<file path="src/rtl/diag_cmd_responder_pkg.sv">
// -----------------------------------------------------------------------------
// diag_pkg
// Shared constants, parser state encoding and the frame checksum helper for the
// diagnostics command responder.
//   Request frame : SYNC_REQ, CMD, ARG, CHK   with CHK  = SYNC_REQ ^ CMD  ^ ARG
//   Response frame: SYNC_RSP, RCMD, RDATA, RCHK with RCHK = SYNC_RSP ^ RCMD ^ RDATA
// -----------------------------------------------------------------------------
package diag_pkg;

  localparam logic [7:0] SYNC_REQ      = 8'hA5;
  localparam logic [7:0] SYNC_RSP      = 8'h5A;
  localparam logic [7:0] CMD_PING      = 8'h01;
  localparam logic [7:0] CMD_READ_SW   = 8'h02;
  localparam logic [7:0] CMD_WRITE_LED = 8'h03;
  localparam logic [7:0] RSP_NAK       = 8'hEE;

  localparam int RSP_BYTES = 4;

  typedef enum logic [1:0] {
    P_SYNC,
    P_CMD,
    P_ARG,
    P_CHK
  } parser_state_t;

  // XOR checksum over the three leading bytes of a frame.
  function automatic logic [7:0] xor_chk(input logic [7:0] sync_byte,
                                         input logic [7:0] cmd_byte,
                                         input logic [7:0] arg_byte);
    return sync_byte ^ cmd_byte ^ arg_byte;
  endfunction

endpackage

</file>
<file path="src/rtl/diag_rsp_serializer.sv">
// -----------------------------------------------------------------------------
// diag_rsp_serializer
// Loads a response (RCMD, RDATA), builds the 4-byte frame SYNC_RSP, RCMD,
// RDATA, RCHK and streams it over a valid/ready byte interface.
// Ports:
//   sample_clock  system clock
//   reset         asynchronous active-low reset
//   load          capture rcmd/rdata and start a new frame (only when can_load)
//   rcmd, rdata   response payload
//   can_load      idle, or the final byte is being handed off this cycle
//   tx_data       current frame byte
//   tx_valid      tx_data valid
//   tx_ready      downstream accepts when tx_valid && tx_ready
//   busy          a frame is being transmitted
// -----------------------------------------------------------------------------
module diag_rsp_serializer
  import diag_pkg::*;
(
  input  logic       sample_clock,
  input  logic       reset,
  input  logic       load,
  input  logic [7:0] rcmd,
  input  logic [7:0] rdata,
  output logic       can_load,
  output logic [7:0] tx_data,
  output logic       tx_valid,
  input  logic       tx_ready,
  output logic       busy
);

  logic       active_reg, active_next;
  logic [1:0] idx_reg, idx_next;
  logic [7:0] frame_reg [RSP_BYTES];
  logic [7:0] load_bytes [RSP_BYTES];
  logic       handshake;
  logic       last_handshake;

  assign handshake      = active_reg & tx_ready;
  assign last_handshake = handshake & (idx_reg == 2'd3);
  // Accepting a load on the final handshake lets responses run back to back.
  assign can_load       = ~active_reg | last_handshake;

  assign load_bytes[0] = SYNC_RSP;
  assign load_bytes[1] = rcmd;
  assign load_bytes[2] = rdata;
  assign load_bytes[3] = xor_chk(SYNC_RSP, rcmd, rdata);

  always_comb begin
    active_next = active_reg;
    idx_next    = idx_reg;
    if (load) begin
      active_next = 1'b1;
      idx_next    = 2'd0;
    end else if (handshake) begin
      if (idx_reg == 2'd3) begin
        active_next = 1'b0;
        idx_next    = 2'd0;
      end else begin
        idx_next = idx_reg + 2'd1;
      end
    end
  end

  always_ff @(posedge sample_clock or negedge reset) begin
    if (!reset) begin
      active_reg <= 1'b0;
      idx_reg    <= 2'd0;
    end else begin
      active_reg <= active_next;
      idx_reg    <= idx_next;
    end
  end

  always_ff @(posedge sample_clock or negedge reset) begin
    if (!reset) begin
      for (int i = 0; i < RSP_BYTES; i++) begin
        frame_reg[i] <= 8'h00;
      end
    end else if (load) begin
      for (int i = 0; i < RSP_BYTES; i++) begin
        frame_reg[i] <= load_bytes[i];
      end
    end
  end

  // Output is a pure function of registers, so it holds steady under backpressure.
  assign tx_data  = frame_reg[idx_reg];
  assign tx_valid = active_reg;
  assign busy     = active_reg;

endmodule

</file>
<file path="src/rtl/diag_cmd_responder.sv">
// -----------------------------------------------------------------------------
// diag_cmd_responder
// Parses 4-byte request frames from the UART receiver, executes PING, READ_SW
// and WRITE_LED, and returns a 4-byte response through the UART transmitter.
// Ports:
//   sample_clock  system clock
//   reset         asynchronous active-low reset
//   rx_data       received byte, qualified by rx_valid (one-cycle strobe)
//   tx_data       response byte, qualified by tx_valid; accepted on tx_ready
//   sw_in         switch state, sampled when a READ_SW frame completes
//   led_out       register written by WRITE_LED
//   err_count     saturating count of protocol errors (bad CHK, unknown CMD,
//                 inter-byte timeout, frame dropped while a response is busy)
//   busy          response in progress
// -----------------------------------------------------------------------------
module diag_cmd_responder
  import diag_pkg::*;
#(
  parameter int CLOCK_FREQ     = 50_000_000,
  parameter int TIMEOUT_CYCLES = 500_000
) (
  input  logic       sample_clock,
  input  logic       reset,
  input  logic [7:0] rx_data,
  input  logic       rx_valid,
  output logic [7:0] tx_data,
  output logic       tx_valid,
  input  logic       tx_ready,
  input  logic [7:0] sw_in,
  output logic [7:0] led_out,
  output logic [7:0] err_count,
  output logic       busy
);

  localparam int TW = $clog2(TIMEOUT_CYCLES + 1);

  // CLOCK_FREQ only documents the intended clock; reject nonsense values early.
  if (CLOCK_FREQ <= 0 || TIMEOUT_CYCLES <= 0) begin : g_bad_params
    $error("diag_cmd_responder: CLOCK_FREQ and TIMEOUT_CYCLES must be positive");
  end

  parser_state_t state_reg, state_next;
  logic [TW-1:0] timer_reg, timer_next;
  logic [7:0]    cmd_reg, arg_reg;
  logic [7:0]    led_reg, err_reg;

  logic          frame_done;
  logic          timeout;
  logic          chk_ok;
  logic          cmd_ok;
  logic          write_led;
  logic [7:0]    rsp_cmd;
  logic [7:0]    rsp_data;
  logic          ser_can_load;
  logic          accept;
  logic          err_inc;

  // ---------------------------------------------------------------------------
  // Parser FSM and inter-byte timer
  // ---------------------------------------------------------------------------
  always_ff @(posedge sample_clock or negedge reset) begin
    if (!reset) begin
      state_reg <= P_SYNC;
      timer_reg <= '0;
    end else begin
      state_reg <= state_next;
      timer_reg <= timer_next;
    end
  end

  always_comb begin
    state_next = state_reg;
    timer_next = timer_reg;
    frame_done = 1'b0;
    timeout    = 1'b0;
    if (rx_valid) begin
      // A byte always wins over a timeout expiring in the same cycle.
      timer_next = '0;
      case (state_reg)
        P_SYNC: if (rx_data == SYNC_REQ) state_next = P_CMD;
        P_CMD:  state_next = P_ARG;
        P_ARG:  state_next = P_CHK;
        P_CHK: begin
          state_next = P_SYNC;
          frame_done = 1'b1;
        end
        default: state_next = P_SYNC;
      endcase
    end else if (state_reg != P_SYNC) begin
      if (timer_reg == TW'(TIMEOUT_CYCLES)) begin
        timeout    = 1'b1;
        state_next = P_SYNC;
        timer_next = '0;
      end else begin
        timer_next = timer_reg + TW'(1);
      end
    end
  end

  always_ff @(posedge sample_clock or negedge reset) begin
    if (!reset) begin
      cmd_reg <= 8'h00;
      arg_reg <= 8'h00;
    end else if (rx_valid) begin
      if (state_reg == P_CMD) cmd_reg <= rx_data;
      if (state_reg == P_ARG) arg_reg <= rx_data;
    end
  end

  // ---------------------------------------------------------------------------
  // Frame decode (valid only while frame_done; rx_data holds CHK then)
  // ---------------------------------------------------------------------------
  assign chk_ok = (xor_chk(SYNC_REQ, cmd_reg, arg_reg) == rx_data);

  always_comb begin
    rsp_cmd   = RSP_NAK;
    rsp_data  = cmd_reg;
    cmd_ok    = 1'b0;
    write_led = 1'b0;
    if (chk_ok) begin
      case (cmd_reg)
        CMD_PING: begin
          rsp_cmd  = CMD_PING;
          rsp_data = arg_reg;
          cmd_ok   = 1'b1;
        end
        CMD_READ_SW: begin
          rsp_cmd  = CMD_READ_SW;
          rsp_data = sw_in;
          cmd_ok   = 1'b1;
        end
        CMD_WRITE_LED: begin
          rsp_cmd   = CMD_WRITE_LED;
          rsp_data  = arg_reg;
          cmd_ok    = 1'b1;
          write_led = 1'b1;
        end
        default: begin
          rsp_cmd  = RSP_NAK;
          rsp_data = cmd_reg;
        end
      endcase
    end
  end

  // A completed frame is only acted on if the serializer can take its response;
  // otherwise it is dropped entirely (no LED write, no response).
  assign accept = frame_done & ser_can_load;

  // Timeout needs !rx_valid and frame errors need rx_valid, so at most one
  // source fires in any cycle.
  assign err_inc = timeout | (frame_done & (~ser_can_load | ~cmd_ok));

  always_ff @(posedge sample_clock or negedge reset) begin
    if (!reset) begin
      led_reg <= 8'h00;
      err_reg <= 8'h00;
    end else begin
      if (accept && write_led) led_reg <= arg_reg;
      if (err_inc && err_reg != 8'hFF) err_reg <= err_reg + 8'd1;
    end
  end

  assign led_out   = led_reg;
  assign err_count = err_reg;

  // ---------------------------------------------------------------------------
  // Response serializer
  // ---------------------------------------------------------------------------
  diag_rsp_serializer u_serializer (
    .sample_clock (sample_clock),
    .reset        (reset),
    .load         (accept),
    .rcmd         (rsp_cmd),
    .rdata        (rsp_data),
    .can_load     (ser_can_load),
    .tx_data      (tx_data),
    .tx_valid     (tx_valid),
    .tx_ready     (tx_ready),
    .busy         (busy)
  );

endmodule

</file>
<file path="config.mk">
export PLATFORM = sky130hd
export DESIGN_NAME = diag_cmd_responder
export DESIGN_NICKNAME = d
export VERILOG_FILES = /design/src/rtl/diag_cmd_responder_pkg.sv /design/src/rtl/diag_rsp_serializer.sv /design/src/rtl/diag_cmd_responder.sv
export SDC_FILE = /design/constraint.sdc
export NUM_CORES = 1
export LEC_CHECK = 0
export BUFFER_PORTS_ARGS = -buffer_cell sky130_fd_sc_hd__buf_2
export CORE_UTILIZATION = 30
export CTS_BUF_LIST = sky130_fd_sc_hd__clkbuf_2
export DETAILED_ROUTE_END_ITERATION = 8
export PLACE_DENSITY_LB_ADDON = 0.25
export SYNTH_ARGS = -nofsm -noshare
export SYNTH_HDL_FRONTEND = slang
export SYNTH_SLANG_ARGS = --single-unit
</file>
<file path="constraint.sdc">
create_clock -name sample_clock -period 3.1 [get_ports sample_clock]
set_input_delay 0.465 -clock sample_clock [delete_from_list [all_inputs] [get_ports sample_clock]]
set_output_delay 0.465 -clock sample_clock [all_outputs]
set_load 0.02 [all_outputs]
</file>
**Word level (Yosys, flattened, before mapping)**

Cells that the tools add are included.

- Input bits: 20
- Register bits: 81
- Logic and storage cells: 87

- Equality and inequality tests: 12
- Reductions and logical operators: 14
- Multiplexer cells: 30
- $add $sub $neg: 3
- Bitwise operators: 15
- Magnitude comparators: 1

Operators by type and width:

| cell | number |
|---|---|
| $mux 19 | 3 |
| $mux 8 | 4 |
| $pmux 8 s3 | 1 |
| $add 19x1->19 const B | 1 |
| $eq 19x19->1 const B | 1 |
| $bmux 8 s2 | 1 |
| $eq 8x2->1 const B | 2 |
| $pmux 8 s2 | 1 |
| $xor 8x8->8 | 2 |
| $mux 2 | 7 |
| $mux 1 | 12 |
| $reduce_bool 2->1 | 5 |
| $add 8x1->8 const B | 1 |
| $eq 8x1->1 const B | 1 |
| $eq 8x8->1 | 1 |
| $eq 8x8->1 const B | 1 |
| $ne 8x8->1 const B | 1 |
| $not 4->4 | 2 |
| $pmux 2 s4 | 1 |
| $eq 2x2->1 const B | 3 |
| $reduce_and 2->1 | 3 |
| $and 1x1->1 | 4 |
| $ge 3x3->1 const B | 1 |
| $ne 3x3->1 const B | 1 |
| 10 further kinds | 15 |

**Depth between registers and ports, before layout**

- Depth after elaboration: 9
- Depth in mapped cells: 8

**Modules after synthesis**

A second synthesis with hierarchy kept.

- Cell total of the unflattened synthesis: 360
- Area, all modules: 4266.6 µm²

By module, submodules not included:

| module | cells an instance | instances | area each (µm²) | seq. area each (µm²) |
|---|---|---|---|---|
| diag_cmd_responder | 265 | 1 | 2920.3 | 1326.3 |
| diag_rsp_serializer | 95 | 1 | 1346.3 | 700.7 |

**Least setup slack after synthesis**

OpenSTA, ideal clock, no wires.

- Path kind: register -> register
- Start point: register cmd_reg[2]
- End point: register err_reg[1], in the netlist err_count[1]
- Clock period less this slack: 2153 ps
- Library setup time: 128 ps
- Arrival: 2026 ps
- Setup slack: 947 ps
- Cell stages (with the launch flop): 6
- Path through: dfrtp_1 or4_4 a2111oi_2 nand3_1 a22oi_4 mux2_1

- Longest elaborated chain between the ends: 9
- Elaborated cells on any way between the ends: 14
- Classes of those cells: eq/ne: 4; mux: 2; bitwise: 6; reduce/logical: 2

RTL lines:

| what | line | RTL |
|---|---|---|
| start: declaration | diag_cmd_responder.sv:44 | `logic [7:0] cmd_reg, arg_reg;` |
| start signal: assignment | diag_cmd_responder.sv:105 | `if (state_reg == P_CMD) cmd_reg <= rx_data;` |
| $eq 8x2->1, or another cell as far along | diag_cmd_responder.sv:121 | `case (cmd_reg)` |
| $reduce_or 3->1 (no line) / $xor 8x8->8 (equally long branches) | -- |  |
| $mux 1 / $eq 8x8->1 (equally long branches) | diag_cmd_responder.sv:121, diag_cmd_responder.sv:113 |  |
| $mux 1 (*) | diag_cmd_responder.sv:120 | `if (chk_ok) begin` |
| $not 1->1 (*) | diag_cmd_responder.sv:152 | `assign err_inc = timeout \| (frame_done & (~ser_can_load \| ~cmd_ok));` |
| $or 1x1->1 (*) | diag_cmd_responder.sv:152 |  |
| $and 1x1->1 (*) | diag_cmd_responder.sv:152 |  |
| $or 1x1->1 (*) | diag_cmd_responder.sv:152 |  |
| $logic_and 1x1->1 (*) | diag_cmd_responder.sv:160 | `if (err_inc && err_reg != 8'hFF) err_reg <= err_reg + 8'd1;` |
| end signal: assignment | diag_cmd_responder.sv:160 |  |
| end: declaration | diag_cmd_responder.sv:45 | `logic [7:0] led_reg, err_reg;` |

Every way passes the cells marked *; elsewhere a longest branch is shown, timed or not.
A chain may end at the register's enable or synchronous reset.

**Worst setup path in the final report**

- Start point: register cmd_reg[0]
- End point: register err_reg[1], in the netlist err_count[1]

Same word-level chain as after synthesis.

==> out/qor.log <==
INFO  power_and_ir_drop power.ir.vdd_worst=216uV
INFO  layout         filler_cell_count=1343
INFO  clock_network  cts-buffers-inserted=9
INFO  clock_network  cts_tree=done
INFO  yosys          syn_area_per_cell=10.7squm
INFO  timing         timing.final.max_slew_violations=0
INFO  critical_path  critical_path_launch_point_type=flop
INFO  timing         setup_failing_eps_final=0
INFO  critical_path  worst_r2r_startpoint=cmd_reg[0]$_DFFE_PN0P_
INFO  yosys          synth-edff-count=0
INFO  timing         max_freq=0.403GHz
INFO  yosys          synth-warning-count=0
INFO  timing         finalHoldViolations=0
INFO  layout         final_core_util=35.3%
INFO  die            floorplan.initialDensity=30.9%
INFO  clock_network  clock_sink_count=76
INFO  timing         final_min_period_over_clock_period=80.1%
INFO  layout         areaGrowthSynthToFinish=14.1%
INFO  route          detail_route.wirelength=9160um
INFO  global_route   grt_usage=14.0%
INFO  clock_network  cts_hold_repair.buffers=0
INFO  yosys          syn-instance-count=385
INFO  clock_network  htree_num_levels=3
INFO  yosys          post_synth_num_cell_types=58
INFO  status         run_status=complete, no violations
INFO  placed_design  globalplace.congestion=0.797
INFO  clock_network  cts_resized=0
INFO  layout         layout-drive-gt1-share=24.5%
INFO  timing         holdWs=0.0470ns
INFO  yosys          flops_latches_synth=76
INFO  global_route   grt_antenna_before_repair=1
INFO  clock_network  cts.reportedPaths.clkPinSlew=0.22ns
INFO  route          antenna_violating_nets_post_route=0
INFO  yosys          synth_top_cell_by_area=sky130_fd_sc_hd__dfrtp_1
INFO  clock_network  cts_post_setup_buffers_inserted=0
INFO  die            ioPinCount=46
INFO  global_route   grt_max_degree=77
INFO  timing         final.setup_skew=0.0221ns
INFO  placed_design  port_buffers=45
INFO  critical_path  timing.critical_path.to_type=flop
INFO  yosys          synth_seq_area_share=46.3%
INFO  timing         tightest_slew=0.969ns
INFO  critical_path  cp_data_required_time=3.54ns
INFO  die            chipWidth=119um
INFO  global_route   grt_first_pass_wirelength=15600um
INFO  layout         nets=461
INFO  global_route   grt_pass1_vias=2991
INFO  timing         rsz0062_at_grt=false
INFO  route          dr_total_vias=2979
INFO  yosys          yosysTopAreaCellShare=46.3%
INFO  layout         layout.cells.non_filler=614
INFO  critical_path  crit_path_start=cmd_reg[0]$_DFFE_PN0P_
INFO  yosys          netlist_top_cells_area=sky130_fd_sc_hd__dfrtp_1 46%, sky130_fd_sc_hd__mux2_2 4.9%, sky130_fd_sc_hd__nand2_1 4.6%
INFO  route          drt_first_iter_violations=166
INFO  global_route   global_route.overflow_total=0
INFO  critical_path  cp.arrival=2.92ns
INFO  placed_design  dpl.cell_count=597
INFO  yosys          async_flop_share=100%
INFO  layout         flip_flop_count_of_the_largest_register_after_layout=20
INFO  route          drcViolationCount=0
INFO  timing         post-route-min-period=2.48ns
INFO  critical_path  timing_worst_setup_path_type=reg -> reg
INFO  timing         slew-limit-headroom=35.4%
INFO  die            die_extent_in_y=119um
INFO  timing         setup-tns-final=0ns
INFO  route          post_drt_via_cell_ratio=4.85
INFO  clock_network  master_cell_of_the_clock_root_buffer=sky130_fd_sc_hd__clkbuf_2
INFO  die            core_area=0.0133sqmm
INFO  placed_design  dp_hpwl=6640um
INFO  flow_run       maxCapViolCount=0
INFO  clock_network  clock_path_buffers=2
INFO  power_and_ir_drop p_leak=2.16nW
INFO  critical_path  ff2ff_setup_slack=0.62ns
INFO  yosys          synth.net_count=414
INFO  yosys          post_synth_instance_area=0.00411sqmm
INFO  hold_path      hold_class=in -> async
INFO  route          detailedRoute.firstPassIterationCount=4
INFO  die            die_area=0.0142sqmm
INFO  die            core.rowCount=42
INFO  critical_path  crit_fanout=9
INFO  yosys          postSynth.topFlopCell=sky130_fd_sc_hd__dfrtp_1
INFO  clock_network  clock_latency=0.53ns
INFO  power_and_ir_drop power_density_normalized_to_cell_area=816mW/mm^2
INFO  route          routed_wire_length_per_instance=14.9um
==> cell families (layout without fill, tap and decap cells) <==
| kind of cell | count (synthesis) | count (layout) | share of synthesized area [%] |
|---|---|---|---|
| compound gates | 62 | 62 | 10.6 |
| xor+xnor | 25 | 25 | 7.76 |
| fa+ha+maj | 9 | 9 | 2.74 |
| buf+inv | 25 | 77 | 2.56 |
| flops | 76 | 76 | 46.3 |
| mux | 34 | 34 | 10.7 |
| other cells | 0 | 1 | 0 |
| simple gates | 154 | 154 | 19.3 |
==> path summary, 6_finish.rpt <==
check | end | cells after the start
hold / removal | timer_reg[3]$_DFFE_PN0P_ | 1
max in group asynchronous | cmd_reg[1]$_DFFE_PN0P_ | 1
setup reg to reg | err_count[1]$_DFFE_PN0P_ | 5
min in group sample_clock | cmd_reg[5]$_DFFE_PN0P_ | 2
hold reg to reg | u_serializer.frame_reg[11]$_DFFE_PN0P_ | 2
setup / recovery | err_count[1]$_DFFE_PN0P_ | 5
==> Yosys cell counts, drive strengths merged (2+ instances only) <==
| master | instances |
|---|---|
| nor3b | 2 |
| nor4bb | 3 |
| a22o | 4 |
| a31oi | 4 |
| ha | 9 |
| or3 | 5 |
| mux2i | 4 |
| a221o | 2 |
| or2 | 2 |
| nand3 | 16 |
| mux2 | 27 |
| xor3 | 3 |
| inv | 12 |
| a22oi | 7 |
| dfrtp | 76 |
| and3 | 4 |
| nand2b | 4 |
| clkbuf | 8 |
| nand4 | 2 |
| nor3 | 9 |
| nor2 | 40 |
| o31ai | 6 |
| nor2b | 4 |
| buf | 5 |
| xor2 | 11 |
| nand2 | 51 |
| a21o | 2 |
| nor4 | 5 |
| or4 | 2 |
| o21ai | 17 |
| xnor3 | 4 |
| xnor2 | 7 |
| nand3b | 2 |
| o211ai | 2 |
| mux4 | 3 |
| a21oi | 11 |
==> metrics by stage <==
step,instance area [sq um],setup slack [ns],total power [mW]
CTS,4690,0.597,3.88
detailed placement,4530,0.606,3.17
finish,4690,0.616,3.83
global route,4690,0.310,4.10
floorplan,4110,0.947,2.76
global placement,4530,0.681,3.13
==> layout by cell type, fill, tap and decap left out, types with 5 or more instances in the layout <==
cell type / instances
sky130_fd_sc_hd__nand3_1: 15
sky130_fd_sc_hd__or3_1: 5
sky130_fd_sc_hd__nor2_1: 39
sky130_fd_sc_hd__buf_4: 5
sky130_fd_sc_hd__dfrtp_1: 76
sky130_fd_sc_hd__o21ai_0: 17
sky130_fd_sc_hd__o31ai_1: 6
sky130_fd_sc_hd__xor2_1: 11
sky130_fd_sc_hd__a21oi_1: 10
sky130_fd_sc_hd__buf_2: 44
sky130_fd_sc_hd__nand2_1: 50
sky130_fd_sc_hd__inv_1: 12
sky130_fd_sc_hd__mux2_4: 8
sky130_fd_sc_hd__a22oi_1: 6
sky130_fd_sc_hd__clkbuf_2: 9
sky130_fd_sc_hd__mux2_2: 18
sky130_fd_sc_hd__ha_1: 9
sky130_fd_sc_hd__nor3_1: 7
sky130_fd_sc_hd__xnor2_1: 7
==> layout make-up <==
cell class | count | area [sq um] | area share [%]
Sequential cell | 76 | 1900 | 40.5
Timing Repair Buffer | 49 | 258 | 5.49
Clock inverter | 7 | 115 | 2.45
Clock buffer | 9 | 45.0 | 0.960
Multi-Input combinational cell | 284 | 2100 | 44.9
Antenna cell | 1 | 2.50 | 0.0533
Tap cell | 176 | 220 | 4.69
Inverter | 12 | 45.0 | 0.960
==> metal layers <==
layer | vias up | global-route usage, % | wire length, um
met5 | - | 0 | 0
met4 | 0 | 5.54 | 148
met3 | 11 | 2.49 | 325
met2 | 51 | 21.1 | 4110
met1 | 1452 | 19.8 | 4570
li1 | 1465 | - | -
==> critical path, stage by stage, from the launching register on <==
cell and delay (ns):
sky130_fd_sc_hd__dfrtp_1 0.54, sky130_fd_sc_hd__xnor3_1 0.49, sky130_fd_sc_hd__nor4_4 0.35, sky130_fd_sc_hd__nand3_1 0.33, sky130_fd_sc_hd__a22oi_4 0.35, sky130_fd_sc_hd__mux2_1 0.35
==> report_power, final <==
group	internal, mW	leakage [nW]	switching (mW)	total, mW
logic	0.751	1.10	0.743	1.49
registers	1.28	0.973	0.348	1.63
clock network	0.345	0.0895	0.365	0.710
Note: power is estimated with default switching activity, not from simulation.
